### src/rtl/poly_tone_gen.sv
`default_nettype none
//==============================================================================
// Module   : poly_tone_gen
// Brief    : Multi-channel square-wave tone generator; note changes are applied
//            only on half-period boundaries so a running tone never glitches.
// Revision : 1.0 - initial release
//==============================================================================
module poly_tone_gen #(
    parameter int NUM_CH  = 2,
    parameter int NUM_OCT = 5,
    parameter int CNT_W   = 21,
    parameter int SCALE_W = 6,
    localparam int CH_W   = (NUM_CH > 1) ? $clog2(NUM_CH) : 1,
    localparam int MIX_W  = $clog2(NUM_CH + 1)
) (
    input  logic               clk,
    input  logic               reset_,
    input  logic               note_valid,
    output logic               note_ready,
    input  logic [CH_W-1:0]    note_ch,
    input  logic [SCALE_W-1:0] note_scale,
    input  logic               note_hl,
    input  logic               note_on,
    output logic [NUM_CH-1:0]  tone,
    output logic [NUM_CH-1:0]  active,
    output logic [MIX_W-1:0]   mix
);

    typedef enum logic [0:0] {
        ST_IDLE = 1'b0,
        ST_PLAY = 1'b1
    } state_t;

    localparam int unsigned   c_num_scales = 12 * NUM_OCT;
    localparam logic [CNT_W-1:0] c_one     = CNT_W'(1);

    // Full-period counts of the base octave (C2..B2); higher octaves are shifts.
    function automatic logic [CNT_W-1:0] f_half(input logic [SCALE_W-1:0] scale,
                                                input logic               hl);
        logic [CNT_W-1:0] base;
        logic [CNT_W-1:0] half;
        int unsigned      semi;
        int unsigned      oct;
        semi = 32'(scale) % 32'd12;
        oct  = 32'(scale) / 32'd12;
        case (semi)
            32'd0:   base = CNT_W'(1528818);
            32'd1:   base = CNT_W'(1443002);
            32'd2:   base = CNT_W'(1362026);
            32'd3:   base = CNT_W'(1285678);
            32'd4:   base = CNT_W'(1213444);
            32'd5:   base = CNT_W'(1145344);
            32'd6:   base = CNT_W'(1081082);
            32'd7:   base = CNT_W'(1020408);
            32'd8:   base = CNT_W'(963112);
            32'd9:   base = CNT_W'(909090);
            32'd10:  base = CNT_W'(858074);
            default: base = CNT_W'(809912);
        endcase
        half = (base >> oct) >> 1;
        if (hl) begin
            half = half >> 1;
        end
        if (half == '0) begin
            half = c_one;
        end
        return half;
    endfunction

    logic               w_xfer;
    logic               w_pend_sel;
    logic               w_cmd_on;
    logic [CNT_W-1:0]   w_cmd_half;
    logic [NUM_CH-1:0]  w_pending;
    logic [MIX_W-1:0]   w_pop;
    logic [MIX_W-1:0]   r_mix;

    // Out-of-range channel indices see no pending bit and are simply ignored.
    always_comb begin
        w_pend_sel = 1'b0;
        for (int i = 0; i < NUM_CH; i++) begin
            if (note_ch == CH_W'(i)) begin
                w_pend_sel = w_pending[i];
            end
        end
    end

    assign note_ready = reset_ & ~w_pend_sel;
    assign w_xfer     = note_valid & note_ready;
    assign w_cmd_half = f_half(note_scale, note_hl);
    assign w_cmd_on   = note_on & (32'(note_scale) < c_num_scales);

    generate
        for (genvar i = 0; i < NUM_CH; i++) begin : g_ch
            state_t           r_state;
            state_t           w_state_nxt;
            logic [CNT_W-1:0] r_cnt;
            logic [CNT_W-1:0] w_cnt_nxt;
            logic [CNT_W-1:0] r_half;
            logic [CNT_W-1:0] w_half_nxt;
            logic [CNT_W-1:0] r_hold_half;
            logic [CNT_W-1:0] w_hold_half_nxt;
            logic             r_hold_on;
            logic             w_hold_on_nxt;
            logic             r_pend;
            logic             w_pend_nxt;
            logic             r_tone;
            logic             w_tone_nxt;
            logic             r_act;
            logic             w_act_nxt;
            logic             w_sel;

            assign w_sel = w_xfer & (note_ch == CH_W'(i));

            always_comb begin
                w_state_nxt     = r_state;
                w_cnt_nxt       = r_cnt;
                w_half_nxt      = r_half;
                w_hold_half_nxt = r_hold_half;
                w_hold_on_nxt   = r_hold_on;
                w_pend_nxt      = r_pend;
                w_tone_nxt      = r_tone;
                w_act_nxt       = r_act;
                case (r_state)
                    ST_IDLE: begin
                        if (w_sel && w_cmd_on) begin
                            w_half_nxt  = w_cmd_half;
                            w_cnt_nxt   = '0;
                            w_tone_nxt  = 1'b0;
                            w_act_nxt   = 1'b1;
                            w_state_nxt = ST_PLAY;
                        end
                    end
                    ST_PLAY: begin
                        if (r_cnt == r_half - c_one) begin
                            w_cnt_nxt  = '0;
                            w_tone_nxt = ~r_tone;
                            if (r_pend) begin
                                w_pend_nxt = 1'b0;
                                if (r_hold_on) begin
                                    w_half_nxt = r_hold_half;
                                end else begin
                                    w_tone_nxt  = 1'b0;
                                    w_act_nxt   = 1'b0;
                                    w_state_nxt = ST_IDLE;
                                end
                            end
                        end else begin
                            w_cnt_nxt = r_cnt + c_one;
                        end
                        // A transfer only happens with pending clear, so a
                        // same-edge boundary above never sees this command.
                        if (w_sel) begin
                            w_pend_nxt      = 1'b1;
                            w_hold_half_nxt = w_cmd_half;
                            w_hold_on_nxt   = w_cmd_on;
                        end
                    end
                    default: begin
                        w_state_nxt = ST_IDLE;
                    end
                endcase
            end

            always_ff @(posedge clk) begin
                if (!reset_) begin
                    r_state     <= ST_IDLE;
                    r_cnt       <= '0;
                    r_half      <= '0;
                    r_hold_half <= '0;
                    r_hold_on   <= 1'b0;
                    r_pend      <= 1'b0;
                    r_tone      <= 1'b0;
                    r_act       <= 1'b0;
                end else begin
                    r_state     <= w_state_nxt;
                    r_cnt       <= w_cnt_nxt;
                    r_half      <= w_half_nxt;
                    r_hold_half <= w_hold_half_nxt;
                    r_hold_on   <= w_hold_on_nxt;
                    r_pend      <= w_pend_nxt;
                    r_tone      <= w_tone_nxt;
                    r_act       <= w_act_nxt;
                end
            end

            assign tone[i]      = r_tone;
            assign active[i]    = r_act;
            assign w_pending[i] = r_pend;
        end
    endgenerate

    always_comb begin
        w_pop = '0;
        for (int i = 0; i < NUM_CH; i++) begin
            w_pop = w_pop + MIX_W'(tone[i]);
        end
    end

    always_ff @(posedge clk) begin
        if (!reset_) begin
            r_mix <= '0;
        end else begin
            r_mix <= w_pop;
        end
    end

    assign mix = r_mix;

endmodule
`default_nettype wire

### config.mk
export PLATFORM = sky130hd
export DESIGN_NAME = poly_tone_gen
export DESIGN_NICKNAME = d
export VERILOG_FILES = /design/src/rtl/poly_tone_gen.sv
export SDC_FILE = /design/constraint.sdc
export NUM_CORES = 1
export LEC_CHECK = 0
export BUFFER_PORTS_ARGS = -buffer_cell sky130_fd_sc_hd__buf_2
export CAP_MARGIN = 20
export CORE_MARGIN = 3
export CORE_UTILIZATION = 55
export CTS_CLUSTER_SIZE = 8
export DETAILED_ROUTE_END_ITERATION = 10
export GPL_TIMING_DRIVEN = 0
export MAX_ROUTING_LAYER = met4
export PLACE_DENSITY = 0.71
export SYNTH_ARGS = -nofsm -noshare
export SYNTH_HDL_FRONTEND = slang
export SYNTH_SLANG_ARGS = --single-unit
### constraint.sdc
create_clock -name clk -period 7.6 [get_ports clk]
set_input_delay 0 -clock clk [delete_from_list [all_inputs] [get_ports clk]]
set_output_delay 0 -clock clk [all_outputs]
set_load 0.05 [all_outputs]
==> results.md <==
* Global route hottest layer: met2
* Avg Synthesized Cell Area at 7.60 um^2
* Post-place setup slack at 2970 ps
* Worst Path Max Fanout at 10
* Worst setup path end: g_ch[0].r_half[14]
* Worst EP arrival at 5000 ps
* Seq pwr share at 35.9%
* R2R Path End: g_ch[0].r_half[14]
* Worst r2r src: g_ch[0].r_half[0]
* Type of the tightest min-delay check: in2reg
* Die Y at 134 um
* Residual DRC at 0
* H-tree Lvls at 4
* Layout Area Growth over Synthesis at 10.4%
* Fin crit share at 61.4%
* Sw Ratio at 31.9%
* Largest family of logic cells by synthesized area: simple AND/OR/NAND/NOR gates
* R2R cell count at 12
* Longest Clk Path Bufs at 2
* Tot GR Track Use at 31.3%
* Die W at 134 um
* Final Cell Area at 9900 um^2
* FMAX at 214 MHz
* Clock transition at path regs at 60 ps
* Slowest cell on the critical path: nor3b_1
* Grt met1 use at 45.2%
* Core Area at 15,900 um^2
* Worst-Margin Slew at 990 ps
* Initial antenna violation count at 0
* Crit Path Class: reg2reg
* Layout cells sized above 1 at 7.49%
* # rows at 46
* Final setup viols at 0
* Setup total negative slack at 0 ps
* Ys async rst share at 0%
* Largest net degree at the start of global routing at 17
* Mapped Area at 8970 um^2
* Met3 Usage GRT at 5.70%
* Post-synth top area share at 29.9%
* CTS Root Cell: clkbuf_16
* # nets final at 1,243
* Netlist cell types at 82
* Synth area leader: dfxtp_1
* Post-Synth Simple-Gate Area at 28.2%
* Drt total wl at 27,700 um
* Max VDD drop at 0.000159 V
* Setup slack, reg-to-reg at 2930 ps
* Clk network pwr share at 39.8%
* Die footprint at 17,900 um^2
* RSZ-0062 raised after global routing: false
* Fin. Hold Viols at 0
* Cells after synthesis at 1,181
* Post-synthesis sequential area ratio at 29.9%
* Critical Path Source: g_ch[0].r_half[0]
* Skew-Pair Late Insertion Delay at 420 ps
* Number of antenna diodes at 0
* Ys Warns at 0
* DPL Wire Length at 20,700 um
* IO Count at 19
* Hold Slack at 117 ps
* Via/cell ratio at 6.58
* CTS tree: done
* Outcome: complete, no violations
* Multiplexer share of the synthesized area at 2.87%
* Cts bufs inserted at 17
* Total of max-cap violations at 0
* Initial Util at 56.3%
* Total clock sinks at 134
* Setup Skew at 11.5 ps
* Worst setup SP type: register
* Post-CTS setup buffer count at 0
* Switching power at 0.000651 W
* Detail Route Antenna Nets at 0
* Rel. slew slack at 33.2%
* Non-Filler Instances at 1,444
* Placement-stage cell area at 9330 um^2
* Via Count at 9,506
* Tmin final at 4670 ps
* WL per Instance at 19.2 um
* Complex-gate fraction of the synthesized area at 26.2%
* Register bit total from synthesis at 134
* Internal power at 0.00139 W
* Critical-path cell list: inv_1 > ha_1 > nor3b_1 > nand2_1 > a2111oi_0 > o221ai_1 > a2111oi_2 > nand4_1 > o21ai_2 > buf_2 > nand4_1 > o221ai_1
* Overflow after GRT at 0
* Post-Synth Adder-Cell Area at 1.95%
* Pwr per Cell Area at 206 nW/um^2
* DRT iter0 DRCs at 1,020
* Setup WS post-layout at 2930 ps
* Number of flops mapped to enable cells by yosys at 0
* Gpl congestion at 0.972
* CTS Hold Bufs at 0
* Met2 Resource Use GR at 45.4%
* Max-slew violation count at 0
* Cell Count Post-Placement at 1,414
* Post-synthesis xor/xnor area fraction at 5.17%
* Worst Path Required at 7930 ps
* Top cells by area, synth: dfxtp_1 30%, o21ai_0 5.8%, a21oi_1 4.8%, nand2_1 4.3%, nand3_1 3.7%
* Critical Path End Type: register
* Vias in the first global route at 8,528
* Post-Syn Nets at 1,207
* CTS resizes at 0
* Main synth FF type: dfxtp_1
* Pre-antenna DRT Iters at 7
* Leak at 3.54 nW
* Max incr delay on CP at 810 ps
* Power share of the combinational group at 24.3%
* I/O Buffers at 17
* Global-route wire length before repair at 44,500 um
[logic make-up (layout without fill, tap and decap cells)]
kind of cell	Yosys count	after routing
AO/OA/AOI/OAI	363	363
XOR/XNOR	53	53
AND/OR/NAND/NOR	479	479
adder cells (fa/ha/maj)	14	14
buffers and inverters	115	162
flip-flops	134	134
multiplexers	23	23
[routing by layer]
| layer | vias to the layer above | part of all wire, % |
|---|---|---|
| li1 | 4524 | - |
| met5 | - | 0 |
| met1 | 4540 | 47 |
| met4 | 0 | 1.7 |
| met3 | 43 | 8.2 |
| met2 | 399 | 43 |
[cells in the mapped netlist (18+ instances only)]
master,number
inv_1,19
nand2b_1,21
nor2_1,72
nand2_1,103
a31oi_1,23
dfxtp_1,134
o221ai_1,22
and3_1,22
nand3_1,66
o21ai_0,104
nand4_1,43
or3_1,18
a21oi_1,86
xnor2_1,37
nor4_1,18
nor3_1,45
clkbuf_1,67
mux2i_1,19
[cell usage in the layout (no fill, tap or decap), types with 7 or more instances in the layout]
master / count
o211ai_1: 16
nor2b_1: 11
ha_1: 14
nand2b_1: 21
nand4_1: 43
a22o_1: 7
nand3_1: 66
o31a_1: 7
nor3_1: 45
a31oi_1: 23
nand2_1: 103
dfxtp_1: 134
a211oi_1: 11
nand3b_1: 8
and3_1: 22
mux2i_1: 19
nor3b_1: 7
nor2_1: 72
nor4_1: 18
xor2_1: 16
o221ai_1: 22
inv_1: 19
a21o_1: 7
clkbuf_1: 70
o31ai_1: 8
a21oi_1: 86
buf_4: 7
buf_2: 27
a311oi_1: 7
and2_1: 8
clkbuf_16: 17
o21ai_0: 104
xnor2_1: 37
or3_1: 18
[metrics by stage]
stage               total power (W)  utilization, %
floorplan                   0.00109               -
global route                0.00211            62.1
detailed placement          0.00122            58.5
global placement            0.00122            58.5
CTS                         0.00202            62.1
finish                      0.00204            62.1
[power groups by stage]
stage	clock (W)	sequential, W	combinational, W
finish	0.000812	0.000731	0.000496
floorplan	0	0.000741	0.000345
global placement	0	0.000746	0.000472
global route	0.000846	0.000733	0.000536
detailed placement	0	0.000746	0.000473
CTS	0.000816	0.000731	0.000478
[registers in the layout (all words and copies together) (netlist names)]
name / count
g_ch.r_hold_on: 2
g_ch.r_cnt: 42
g_ch.r_act: 2
g_ch.r_hold_half: 40
g_ch.r_half: 40
g_ch.r_tone: 2
mix: 2
g_ch.r_pend: 2
g_ch.r_state: 2
[worst max-delay path: cells and delay by family (launching register included)]
family / cells / cell delay [ps]
AO/OA/AOI/OAI: 5 / 1880
AND/OR/NAND/NOR: 4 / 1700
buffers and inverters: 2 / 410
flip-flops: 1 / 350
adder cells (fa/ha/maj): 1 / 220
[area by class of cell]
class	count	area, um^2
Clock buffer	23	478
Fill cell	1490	6040
Tap cell	216	270
Sequential cell	134	2680
Multi-Input combinational cell	932	5780
Buffer	93	425
Inverter	22	82.6
Timing Repair Buffer	17	85.1
Clock inverter	7	97.6
[worst min path at each step]
stage	startpoint	to	slack [ps]	cells past startpoint
2_1_floorplan	reset_	g_ch[0].r_half[16]	320	3
3_3_place_gp	g_ch[1].r_hold_half[17]	g_ch[1].r_hold_half[17]	440	2
3_5_place_dp	g_ch[1].r_hold_half[17]	g_ch[1].r_hold_half[17]	450	2
4_1_cts	note_valid	g_ch[1].r_hold_half[19]	100	5
5_1_grt	note_valid	g_ch[1].r_hold_half[19]	120	5
6_report	note_valid	g_ch[1].r_hold_half[19]	120	5
Note: power is estimated with default switching activity, not from simulation.
